## config.mk

```make
export PLATFORM = sky130hd
export DESIGN_NAME = weight_bias_loader
export DESIGN_NICKNAME = d
export VERILOG_FILES = /design/src/rtl/weight_bias_loader.sv
export SDC_FILE = /design/constraint.sdc
export NUM_CORES = 1
export LEC_CHECK = 0
export BUFFER_PORTS_ARGS = -buffer_cell sky130_fd_sc_hd__buf_2
export CAP_MARGIN = 5
export CORE_MARGIN = 2
export CORE_UTILIZATION = 45
export DETAILED_ROUTE_END_ITERATION = 8
export MAX_ROUTING_LAYER = met4
export PLACE_DENSITY = 0.76
export SYNTH_ARGS = -nofsm -noshare
export SYNTH_HDL_FRONTEND = slang
export SYNTH_SLANG_ARGS = --single-unit
```

## constraint.sdc

```tcl
create_clock -name clk -period 3.3 [get_ports clk]
set_input_delay 0.495 -clock clk [delete_from_list [all_inputs] [get_ports clk]]
set_output_delay 0.495 -clock clk [all_outputs]
set_load 0.02 [all_outputs]
```

## src/rtl/weight_bias_loader.sv

```systemverilog
// Configuration-stream loader: parses a header word, then forwards weight or
// bias payload words to the neuron array as registered one-cycle strobes.
module weight_bias_loader #(
    parameter int INPUTS_NUM = 784,
    parameter int DATA_WIDTH = 16
) (
    input  logic        clk,
    input  logic        reset,
    input  logic [31:0] i_cfg_data,
    input  logic        i_cfg_valid,
    output logic        o_cfg_ready,
    input  logic        i_abort,
    output logic [31:0] o_weight_value,
    output logic        o_weight_valid,
    output logic [31:0] o_bias_value,
    output logic        o_bias_valid,
    output logic [31:0] o_layer_id,
    output logic [31:0] o_neuron_id,
    output logic        o_busy,
    output logic        o_done,
    output logic        o_error
);

    if (DATA_WIDTH < 1 || DATA_WIDTH > 32 || INPUTS_NUM < 1 || INPUTS_NUM > 65535) begin : g_bad_params
        $error("weight_bias_loader: DATA_WIDTH must be 1..32 and INPUTS_NUM 1..65535");
    end

    localparam logic [15:0] MAX_COUNT = 16'(INPUTS_NUM);

    // Handshake: a word moves when i_cfg_valid and o_cfg_ready are high in the
    // same cycle; the producer holds data stable while valid is high and not taken.
    typedef enum logic [1:0] {
        IDLE   = 2'd0,
        WEIGHT = 2'd1,
        BIAS   = 2'd2,
        DONE   = 2'd3
    } state_t;

    state_t      r_state;
    state_t      w_next_state;
    logic [15:0] r_count;
    logic        r_cfg_ready;
    logic [31:0] r_weight_value;
    logic        r_weight_valid;
    logic [31:0] r_bias_value;
    logic        r_bias_valid;
    logic [5:0]  r_layer_id;
    logic [7:0]  r_neuron_id;
    logic        r_done;
    logic        r_error;

    logic        w_xfer;
    logic [1:0]  w_hdr_type;
    logic [15:0] w_hdr_count;
    logic        w_weight_hdr_ok;
    logic        w_bias_hdr;
    logic        w_hdr_accept;
    logic        w_hdr_error;
    logic        w_abort_hit;
    logic        w_weight_take;
    logic        w_bias_take;

    assign w_xfer          = i_cfg_valid && r_cfg_ready;
    assign w_hdr_type      = i_cfg_data[31:30];
    assign w_hdr_count     = i_cfg_data[15:0];
    assign w_weight_hdr_ok = (w_hdr_type == 2'b01) && (w_hdr_count != 16'd0)
                             && (w_hdr_count <= MAX_COUNT);
    assign w_bias_hdr      = (w_hdr_type == 2'b10);
    assign w_hdr_accept    = (r_state == IDLE) && w_xfer && (w_weight_hdr_ok || w_bias_hdr);
    assign w_hdr_error     = (r_state == IDLE) && w_xfer && !(w_weight_hdr_ok || w_bias_hdr);
    assign w_abort_hit     = i_abort && ((r_state == WEIGHT) || (r_state == BIAS));
    // A word offered in the abort cycle is swallowed without a strobe.
    assign w_weight_take   = (r_state == WEIGHT) && w_xfer && !i_abort;
    assign w_bias_take     = (r_state == BIAS) && w_xfer && !i_abort;

    always_comb begin
        w_next_state = r_state;
        case (r_state)
            IDLE: begin
                if (w_xfer && w_weight_hdr_ok)
                    w_next_state = WEIGHT;
                else if (w_xfer && w_bias_hdr)
                    w_next_state = BIAS;
            end
            WEIGHT: begin
                if (i_abort)
                    w_next_state = IDLE;
                else if (w_xfer && (r_count == 16'd1))
                    w_next_state = DONE;
            end
            BIAS: begin
                if (i_abort)
                    w_next_state = IDLE;
                else if (w_xfer)
                    w_next_state = DONE;
            end
            DONE:    w_next_state = IDLE;
            default: w_next_state = IDLE;
        endcase
    end

    always_ff @(posedge clk or posedge reset) begin
        if (reset) begin
            r_state        <= IDLE;
            r_count        <= 16'd0;
            r_cfg_ready    <= 1'b0;
            r_weight_value <= 32'd0;
            r_weight_valid <= 1'b0;
            r_bias_value   <= 32'd0;
            r_bias_valid   <= 1'b0;
            r_layer_id     <= 6'd0;
            r_neuron_id    <= 8'd0;
            r_done         <= 1'b0;
            r_error        <= 1'b0;
        end else begin
            r_state        <= w_next_state;
            // Ready is registered from the next state so it drops exactly in DONE.
            r_cfg_ready    <= (w_next_state != DONE);
            r_weight_valid <= w_weight_take;
            r_bias_valid   <= w_bias_take;
            r_done         <= (r_state == DONE);
            r_error        <= w_hdr_error || w_abort_hit;

            if (w_hdr_accept) begin
                r_layer_id  <= i_cfg_data[29:24];
                r_neuron_id <= i_cfg_data[23:16];
                if (w_weight_hdr_ok)
                    r_count <= w_hdr_count;
            end

            if (w_weight_take) begin
                r_weight_value <= i_cfg_data;
                r_count        <= r_count - 16'd1;
            end

            if (w_bias_take)
                r_bias_value <= i_cfg_data;

            if (w_abort_hit)
                r_count <= 16'd0;
        end
    end

    assign o_cfg_ready    = r_cfg_ready;
    assign o_weight_value = r_weight_value;
    assign o_weight_valid = r_weight_valid;
    assign o_bias_value   = r_bias_value;
    assign o_bias_valid   = r_bias_valid;
    assign o_layer_id     = {26'd0, r_layer_id};
    assign o_neuron_id    = {24'd0, r_neuron_id};
    assign o_busy         = (r_state != IDLE);
    assign o_done         = r_done;
    assign o_error        = r_error;

endmodule

```

==> impl_metrics.py <==
metrics = {
    "status": {
        "status": "finished clean",
    },
    "yosys": {
        "synth-edff-count": 0,
        "synth_top_area_share_pct": 53.2,
        "seq_area_frac_synth_pct": 53.2,
        "syn_area_um2": 4750,
        "synth_area_leaders": "dfrtp_1, nand2_1, buf_4, mux2_2, nor3_1",
        "syn_area_per_cell_um2": 9.12,
        "yosys.area.top_type": "dfrtp_1",
        "synth-seq-cells": 101,
        "syn_inst": 521,
        "synth_ff_type": "dfrtp_1",
        "ys_warn_count": 0,
        "ys_types": 47,
        "synthArstFlopShare_pct": 100,
    },
    "min_path": {
        "hold_path_class": "in -> async",
    },
    "final_layout": {
        "area_growth_syn_to_layout_pct": 15.3,
        "final_net_count": 676,
        "final_common_cell": "nand2_1",
        "drive_above_1_share_pct": 26.8,
        "layout_common_cells": "nand2_1, buf_2, dfrtp_1",
    },
    "floorplan": {
        "coreArea_um2": 10300,
        "rows": 37,
        "pin_count": 170,
        "die_h_um": 107,
        "start_util_pct": 46.3,
        "die_area_um2": 11400,
        "die_x_um": 107,
    },
    "power_and_ir_drop": {
        "p_leak_nw": 3.04,
        "swShare_pct": 45.1,
        "ir_drop_v": 0.000533,
        "p_per_area_nw_per_um2": 967,
        "power.internal_mw": 2.91,
        "p_sw_mw": 2.39,
        "power_frac_clock_pct": 13.6,
        "p_comb_share_pct": 46.7,
        "seqPwrFrac_pct": 39.6,
    },
    "cts": {
        "clockRootBuffer": "clkbuf_8",
        "max-clock-path-buffers": 2,
        "h-tree-depth": 3,
        "clk_pin_slew_ns": 0.10,
        "postCtsSetupRepairBufs": 0,
        "clkSinkCount": 101,
        "numCtsBuffers": 9,
        "cts_hold_buffers": 0,
        "cts_tree": "built",
        "clk_latency_ns": 0.37,
        "cts_resized": 0,
    },
    "sta": {
        "hold_slack_ns": 0.211,
        "finalCritPeriodShare_pct": 78.4,
        "finalSetupViolCount": 0,
        "hold_viol": 0,
        "final.min_clock_period_ns": 2.59,
        "max_freq_ghz": 0.387,
        "worst_pin_slew_ns": 0.779,
        "final_max_slew_viol_count": 0,
        "slew_headroom_pct": 48.1,
        "rsz0062_at_grt": "false",
        "tns_ns": 0,
        "skew_ns": 0.0103,
    },
    "critical_path": {
        "cp-end-kind": "flop",
        "path_max_fanout": 14,
        "worstPathArrival_ns": 2.84,
        "start_kind": "flop",
        "critPathRequiredTime_ns": 3.55,
        "worst-setup-path-type": "reg -> reg",
    },
    "routing": {
        "drtAntennaViolNets": 0,
        "drt_wl_total_um": 11700,
        "first_iter_violations": 282,
        "detail_route.vias_per_cell": 5.10,
        "wl_per_cell_um": 15.1,
        "num_vias": 3959,
        "first_pass_iters": 7,
        "drc": 0,
    },
    "global_routing": {
        "grt_overflow": 0,
        "grt_pass1_vias": 3853,
        "global_route.usage.total_pct": 21.9,
        "grt_max_degree": 56,
        "grt_first_pass_wirelength_um": 18900,
        "antenna_found_initial": 1,
    },
    "place": {
        "gp_congestion": 0.882,
        "dp_hpwl_um": 8350,
        "port_buffers": 119,
    },
    "job": {
        "drv_cap": 0,
    },
}
## worst paths after layout
kind | start | endpoint | slack [ns] | cells past startpoint
max in group asynchronous | reset | o_done$_DFF_PP0_ | 2.39 | 3
worst max register to register | r_state[0]$_DFF_PP0_ | r_neuron_id[2]$_DFFE_PP0P_ | 0.71 | 6
worst min-delay path | reset | o_weight_value[16]$_DFFE_PP0P_ | 0.21 | 2
min in group clk | i_cfg_data[20] | o_weight_value[20]$_DFFE_PP0P_ | 0.35 | 3
worst max-delay path | r_state[0]$_DFF_PP0_ | r_neuron_id[2]$_DFFE_PP0P_ | 0.71 | 6
worst min register to register | o_weight_value[8]$_DFFE_PP0P_ | o_weight_value[8]$_DFFE_PP0P_ | 0.47 | 2
## power by group through the flow
stage	Clock [mW]	Sequential [mW]	Combinational [mW]
final	0.722	2.10	2.48
after global routing	0.797	2.18	2.71
after CTS	0.746	2.10	2.49
after detailed placement	0	2.11	2.49
after global placement	0	2.08	2.41
after floorplan	0	2.64	1.15
## cell usage after synthesis, types with 2 or more instances
cell,instances
nand2_1,203
dfrtp_1,101
buf_4,51
nor3_1,16
o21ai_0,16
mux2_2,15
clkbuf_1,13
a31oi_1,10
inv_1,9
buf_1,8
nand3_1,8
nor2_1,8
ha_1,6
nor4_1,5
a21oi_1,4
or2_2,4
a21o_1,3
o22ai_1,3
or4_1,3
or4_4,3
mux2i_1,2
nand2b_1,2
nor2b_1,2
o22a_1,2
or3_2,2
## flip-flops by register name, summed over array words and instances (netlist names)
| register | flops |
|---|---|
| o_bias_value | 32 |
| o_weight_value | 32 |
| r_count | 16 |
| r_neuron_id | 8 |
| r_layer_id | 6 |
| r_state | 2 |
| o_bias_valid | 1 |
| o_cfg_ready | 1 |
| o_done | 1 |
| o_error | 1 |
| o_weight_valid | 1 |
## final cells by class
type	count	area (um^2)
fill	970	4800
sequential	101	2530
multi-input combinational	387	1910
timing repair buffer	125	653
tap	136	170
clock buffer	11	141
inverter	10	40.0
clock inverter	5	35.0
antenna	1	2.50
## cells by family (layout without fill, tap and decap cells)
group	count (synthesis)	count (layout)	share of synthesized area (%)
fa+ha+maj	6	6	1.58
buf+inv	82	151	10.5
xor+xnor	1	1	0.184
other cells	1	51	0.0789
compound gates	48	48	6.63
simple gates	265	265	23.9
flops	101	101	53.2
mux	17	17	3.97
## metal layers
layer / up-vias / global-route usage (%) / wire (um)
met1: 1904 / 27.4 / 4870
met2: 193 / 35.9 / 5810
met3: 24 / 4.38 / 871
li1: 1838 / - / -
met5: - / - / 0
met4: 0 / 7.24 / 196
## critical path: stages, from the launching register on
cell and delay [ns]:
dfrtp_1 0.42, inv_1 0.12, ha_1 0.24, nand3_1 0.22
or4_1 0.70, o21ai_2 0.36, mux2_2 0.42
## through the flow
step | cells | setup slack (ns) | power, mW | instance area (um^2) | utilization (%)
after floorplan | 570 | 0.158 | 3.79 | 4940 | -
after global placement | 759 | 0.461 | 4.49 | 5300 | 51.6
after detailed placement | 759 | 0.393 | 4.60 | 5300 | 51.6
after CTS | 775 | 0.695 | 5.33 | 5480 | 53.3
after global routing | 776 | 0.481 | 5.68 | 5480 | 53.3
final | 776 | 0.714 | 5.30 | 5480 | 53.3
Power figures use the tool's default switching activity.
